[src/rtl/amiq_stim_player.sv]
// Multi-channel stimulus sequencer: per-channel FIFOs of (value, delay) pairs replayed concurrently on start.
// Optional feature macro: AMIQ_STIM_PLAYER_LOOP_EN (non-destructive replay plus the loop request).
module amiq_stim_player #(
  parameter int NCH   = 3,
  parameter int W     = 1,
  parameter int DEPTH = 32,
  parameter int DLY_W = 8,
  localparam int CH_W = (NCH > 1) ? $clog2(NCH) : 1,
  localparam int AW   = $clog2(DEPTH)
) (
  input  logic             clk,
  input  logic             rst,
  input  logic             load_valid,
  output logic             load_ready,
  input  logic [CH_W-1:0]  load_ch,
  input  logic [W-1:0]     load_value,
  input  logic [DLY_W-1:0] load_delay,
  input  logic             start,
  input  logic             flush,
  input  logic             loop,
  output logic [NCH*W-1:0] out,
  output logic [NCH-1:0]   out_vld,
  output logic             busy,
  output logic             done,
  output logic             err
);

  typedef enum logic {S_IDLE = 1'b0, S_RUN = 1'b1} state_t;

  state_t         r_state, w_state_nxt;
  logic           r_first, r_busy, r_done, r_err;
  logic           w_run, w_go, w_flush, w_acc, w_ch_ok, w_full_sel;
  logic           w_all_fin, w_restart;
  logic [NCH-1:0] w_full, w_fin;

  assign w_ch_ok   = {1'b0, load_ch} < (CH_W+1)'(NCH);
  assign w_all_fin = w_run && (&w_fin);

`ifdef AMIQ_STIM_PLAYER_LOOP_EN
  assign w_restart = w_all_fin && loop;
`else
  logic w_unused_loop;
  assign w_unused_loop = loop;
  assign w_restart     = 1'b0;
`endif

  // Full flag of the addressed channel; out-of-range channels never stall.
  always_comb begin
    // NOTE: every combinational output gets a default first so no latch is inferred.
    w_full_sel = 1'b0;
    for (int i = 0; i < NCH; i++) begin
      if (load_ch == CH_W'(i)) w_full_sel = w_full[i];
    end
  end

  always_ff @(posedge clk or posedge rst) begin
    // NOTE: sequential state uses non-blocking assignments only.
    if (rst) r_state <= S_IDLE;
    else     r_state <= w_state_nxt;
  end

  always_comb begin
    w_state_nxt = r_state;
    case (r_state)
      S_IDLE:  if (start && !flush) w_state_nxt = S_RUN;
      S_RUN:   if (w_all_fin && !w_restart) w_state_nxt = S_IDLE;
      default: w_state_nxt = S_IDLE;
    endcase
  end

  always_comb begin
    w_run      = (r_state == S_RUN);
    w_go       = (r_state == S_IDLE) && start && !flush;
    w_flush    = (r_state == S_IDLE) && flush;
    load_ready = (r_state == S_IDLE) && !start && !flush && (!w_ch_ok || !w_full_sel);
    w_acc      = load_valid && load_ready;
  end

  always_ff @(posedge clk or posedge rst) begin
    if (rst) begin
      r_first <= 1'b0;
      r_busy  <= 1'b0;
      r_done  <= 1'b0;
      r_err   <= 1'b0;
    end else begin
      r_first <= w_go;
      r_busy  <= w_run;
      r_done  <= w_all_fin && !w_restart;
      r_err   <= r_err | (w_acc && !w_ch_ok);
    end
  end

  assign busy = r_busy;
  assign done = r_done;
  assign err  = r_err;

  for (genvar g = 0; g < NCH; g++) begin : g_ch
    logic [W+DLY_W-1:0] r_mem [DEPTH];
    logic [AW:0]        r_rd, r_wr;
    logic [DLY_W-1:0]   r_cnt;
    logic               r_act, r_vld;
    logic [W-1:0]       r_out;
    logic [AW:0]        w_raddr;
    logic [W+DLY_W-1:0] w_rdata;
    logic               w_wr, w_pop, w_empty;

`ifdef AMIQ_STIM_PLAYER_LOOP_EN
    logic [AW:0] r_rd0;

    // Run-start read position, restored when a pass completes.
    always_ff @(posedge clk or posedge rst) begin
      if (rst)          r_rd0 <= '0;
      else if (w_flush) r_rd0 <= '0;
      else if (w_go)    r_rd0 <= r_rd;
    end

    assign w_raddr = w_restart ? r_rd0 : r_rd;
`else
    assign w_raddr = r_rd;
`endif

    assign w_empty   = (r_rd == r_wr);
    assign w_full[g] = (r_rd[AW] != r_wr[AW]) && (r_rd[AW-1:0] == r_wr[AW-1:0]);
    assign w_wr      = w_acc && (load_ch == CH_W'(g));
    assign w_rdata   = r_mem[w_raddr[AW-1:0]];
    assign w_pop     = w_run && (w_raddr != r_wr) &&
                       (r_first || w_restart || (r_act && r_cnt == '0));
    assign w_fin[g]  = r_first ? w_empty : (!r_act || (r_cnt == '0 && w_empty));

    // NOTE: the storage array has no reset; the pointers alone define what is valid.
    always_ff @(posedge clk) begin
      if (w_wr) r_mem[r_wr[AW-1:0]] <= {load_value, load_delay};
    end

    always_ff @(posedge clk or posedge rst) begin
      if (rst) begin
        r_rd  <= '0;
        r_wr  <= '0;
        r_cnt <= '0;
        r_act <= 1'b0;
        r_out <= '0;
        r_vld <= 1'b0;
      end else begin
        r_vld <= w_pop;
        if (w_flush) begin
          r_rd <= '0;
          r_wr <= '0;
        end else begin
          if (w_wr) r_wr <= r_wr + 1'b1;
          if (w_pop) r_rd <= w_raddr + 1'b1;
`ifdef AMIQ_STIM_PLAYER_LOOP_EN
          else if (w_all_fin) r_rd <= r_rd0;
`endif
        end
        // Counter holds the remaining extra cycles of the entry on the output.
        if (w_pop) begin
          r_out <= w_rdata[W+DLY_W-1:DLY_W];
          r_cnt <= w_rdata[DLY_W-1:0];
          r_act <= 1'b1;
        end else if (r_act && r_cnt != '0) begin
          r_cnt <= r_cnt - 1'b1;
        end else begin
          r_act <= 1'b0;
        end
      end
    end

    assign out[g*W +: W] = r_out;
    assign out_vld[g]    = r_vld;
  end

endmodule

[config.mk]
export PLATFORM = sky130hd
export DESIGN_NAME = amiq_stim_player
export DESIGN_NICKNAME = d
export VERILOG_FILES = /design/src/rtl/amiq_stim_player.sv
export SDC_FILE = /design/constraint.sdc
export NUM_CORES = 1
export LEC_CHECK = 0
export CAP_MARGIN = 20
export CORE_AREA = 10 10 317 319
export CTS_CLUSTER_SIZE = 28
export DETAILED_ROUTE_END_ITERATION = 12
export DIE_AREA = 0 0 327 329
export DONT_BUFFER_PORTS = 1
export MAX_ROUTING_LAYER = met4
export PLACE_DENSITY = 0.53
export SETUP_SLACK_MARGIN = 0.3
export SYNTH_ARGS = -nofsm -noshare
export SYNTH_HDL_FRONTEND = slang
export SYNTH_SLANG_ARGS = --single-unit
[constraint.sdc]
create_clock -name clk -period 3.7 [get_ports clk]
set_clock_uncertainty 0.2 [all_clocks]
set_input_delay 0.925 -clock clk [delete_from_list [all_inputs] [get_ports clk]]
set_output_delay 0.925 -clock clk [all_outputs]
set_load 0.01 [all_outputs]
==> results by group <==
Run status
  • Status: complete, no violations

Yosys
  • Synth Instances: between 1,500 and 2,000
  • Synth area leaders: edfxtp_1, mux4_2, dfrtp_1, nor2_1, xor2_1
  • EDFF count, synth: 864
  • Mux cell area share after synthesis: 0.162
  • Synth Area in Simple Gates: 0.0376
  • Synth area leader: edfxtp_1
  • Post-synthesis compound-gate area fraction: 0.0185
  • Adder-cell share of the synthesized area: 0.00670
  • Yosys warning total: 0
  • Largest family of logic cells by synthesized area: multiplexers
  • Post-synthesis cell area: roughly 0.037 mm^2
  • Syn avg cell area: 20.4 um^2
  • Mapped Nets: about 1,900
  • Share of the yosys chip area belonging to registers: 0.745
  • XOR/XNOR Fraction of Synth Area: 0.0145
  • Top cells by count, synth: edfxtp_1, mux4_2, nor2_1
  • Top-count cell post-synth: edfxtp_1
  • Predominant post-synthesis flop cell: edfxtp_1
  • Synth Register Bits: 938
  • Async S/R FF share, synth: 0.0789
  • Cell variety after synth: 61
  • Yosys top cell area share: 0.695

Detailed routing
  • DRC Markers: 0
  • Drt via density: 5.36
  • Total wire length: approximately 83,000 um
  • Initial DRT Pass Iterations: 5
  • Final ANT Viol Nets: 0
  • Starting DRT DRC Count: 1,397
  • Via count: 17,782
  • Routed length per instance: 25.1 um

Power and ir drop
  • Comb pwr share: 0.034
  • Sw Pwr: 0.00471 W
  • Clk pwr share: 0.430
  • Sequential Power Share: 0.535
  • Final Power: approximately 0.022 W
  • Leakage: 13.6 nW
  • Sw frac: 0.211
  • Power Dens Cells: approximately 520 mW/mm^2
  • Worst VDD drop: 0.410 mV
  • Internal Dissipation: between 0.015 and 0.02 W

Floorplan
  • Die area: 0.108 mm^2
  • Core box area: 0.0943 mm^2
  • Die H: 329 um
  • Die Wd: 327 um
  • I/O pin cnt: 27
  • Floorplan row count: 113
  • Initial Util: 0.396

Final layout
  • Post-Layout Cell Count: 3,320
  • Nets: 2,005
  • Fin util: 0.454
  • Share of layout cells above drive strength 1: 0.289
  • Area added between synthesis and finish: 14.6%

Setup path
  • Endpoint class of the critical path: primary output
  • CP peak stage delay: 0.36 ns
  • CP required: 2.57 ns
  • Ordered cell list for the critical path: buf_4 -> xor2_1 -> nor2_2 -> nand3_2 -> o21ai_2 -> nor2_4
  • CP max stage cell: dfrtp_1
  • Critical path type: flip-flop to primary output
  • Maximum fanout along the worst path: 11
  • Worst setup SP type: flip-flop
  • Data arrival, critical path: 2.14 ns

Timing
  • Fin. max-slew vios: 0
  • Setup TNS Final: 0 ns
  • Fin. Hold Viols: 0
  • RSZ-0062 raised after global routing: false
  • Relative slew slack: 0.466
  • Shortest period the worst path allows: roughly 3.3 ns
  • Final period utilization: 0.881
  • Max Freq: between 300 and 400 MHz
  • Worst slew pin tran: 0.801 ns
  • Final worst slack: 0.440 ns
  • Final setup violation count: 0

Clock tree
  • H-tree levels: 3
  • Num CTS Buffers: 101
  • Clk root buf: clkbuf_16
  • Clk buf depth: 3
  • Reg clk slew, reported paths: 0.06 ns
  • CTS tree: done
  • Clock sinks: 938
  • Clk_lat worst skew: 0.66 ns

GRT
  • Largest net degree at the start of global routing: 97
  • Initial antenna violation count: 1
  • Total gr overflow: 0
  • Vias in the first global route: about 19,000
  • Wire length of the first global-routing pass: 125,000 um
  • Total GRT Usage: 0.160

Placement
  • GPL Wtd Cong: 0.787
  • Detailed-placement wirelength estimate: 48,200 um
  • Pre-CTS WS: 0.319 ns
  • DP Cell Count: 3,128
  • Buffers on Ports: 0

Flow run
  • Max Cap Violations: 0

Hold path
  • Hold WC Path Type: input pin to async pin
[power by group through the flow]
| stage | Clock [W] | Sequential (W) | Combinational (W) |
|---|---|---|---|
| 2_1_floorplan | 0 | 0.0121 | 0.000581 |
| 3_3_place_gp | 0 | 0.0122 | 0.000732 |
| 3_5_place_dp | 0 | 0.0122 | 0.000755 |
| 4_1_cts | 0.00986 | 0.0119 | 0.000763 |
| 5_1_grt | 0.0103 | 0.0120 | 0.000859 |
| 6_report | 0.00961 | 0.0119 | 0.000769 |
[worst max-delay path, delay by kind of cell, from the launching register on]
kind                      cells  cell delay, ns
AOI/OAI and AO/OA             1            0.23
DFF                           1            0.36
xor gates and xnor gates      1            0.17
and+or+nand+nor               3            0.53
buffers and inverters         1            0.19
[final cells by class]
type / count / area [um^2]
Sequential cell: 938 / 27800
Fill cell: 7982 / 51500
Clock inverter: 70 / 524
Clock buffer: 118 / 2650
Tap cell: 1265 / 1580
Inverter: 28 / 108
Timing Repair Buffer: 132 / 1120
Antenna cell: 2 / 5.00
Multi-Input combinational cell: 767 / 8980
[placed cells by master (no fill, tap or decap), drive strengths merged, types with 3 or more instances in the layout]
master / Yosys / layout
a211oi: 7 / 7
a21o: 4 / 4
a21oi: 25 / 25
a221oi: 11 / 11
a22oi: 5 / 5
a311oi: 3 / 3
a31o: 5 / 5
a31oi: 7 / 7
and3: 7 / 7
buf: 67 / 132
bufinv: 0 / 6
clkbuf: 27 / 118
clkinv: 1 / 56
clkinvlp: 0 / 3
dfrtp: 74 / 74
edfxtp: 864 / 864
ha: 20 / 20
inv: 27 / 33
mux2i: 33 / 33
mux4: 253 / 253
nand2: 57 / 57
nand3: 23 / 23
nand3b: 12 / 12
nand4: 16 / 16
nor2: 144 / 144
nor2b: 8 / 8
nor3: 7 / 7
nor4: 5 / 5
o211ai: 4 / 4
o21ai: 18 / 18
o22ai: 7 / 7
or3: 4 / 4
or3b: 4 / 4
xnor2: 17 / 17
xor2: 44 / 44
[flip-flops by register name, indices dropped and copies added (netlist names), 3 cells and up]
signal and flops:
g_ch.r_act 3, g_ch.r_cnt 24, g_ch.r_mem 864, g_ch.r_out 3, g_ch.r_rd 18, g_ch.r_vld 3, g_ch.r_wr 18
[kinds of logic after synthesis]
family / Yosys count
muxes: 287
buffers and inverters: 122
AOI/OAI and AO/OA: 100
and+or+nand+nor: 299
adders and majority gates: 20
DFF: 938
xor gates and xnor gates: 61
[per-stage QoR]
stage,cell area [um^2],hold WS [ns]
6_report,42800,0.0598
2_1_floorplan,37300,0.232
3_5_place_dp,39500,0.304
3_3_place_gp,39500,0.284
4_1_cts,42800,0.0522
5_1_grt,42800,0.0919
[worst paths after layout]
kind	end	slack [ns]	from	cells past startpoint
setup / recovery	load_ready	0.44	g_ch[2].r_rd[3]	6
hold / removal	g_ch[2].r_vld	0.06	rst	1
setup reg to reg	g_ch[1].r_mem[13][4]	0.60	r_state	8
hold reg to reg	g_ch[1].r_rd[5]	0.31	g_ch[1].r_rd[5]	1
max in group asynchronous	g_ch[1].r_out	2.50	rst	2
min in group clk	r_first	0.15	flush	1
[layer usage]
metal	up-vias	GRT usage	part of all wire
li1	7744	-	-
met1	9567	0.218	0.45
met2	357	0.254	0.49
met3	114	0.0254	0.039
met4	0	0.0364	0.018
met5	-	-	0
[what timing repair did]
item / 4_1_cts / 5_1_grt
pin swaps: 2 / 2
endpoints found under the setup margin: 1 / 1
buffers inserted: 0 / 2
gates resized for setup: 14 / 7
hold buffers: 0 / 0
(Power assumes the default switching activity.)
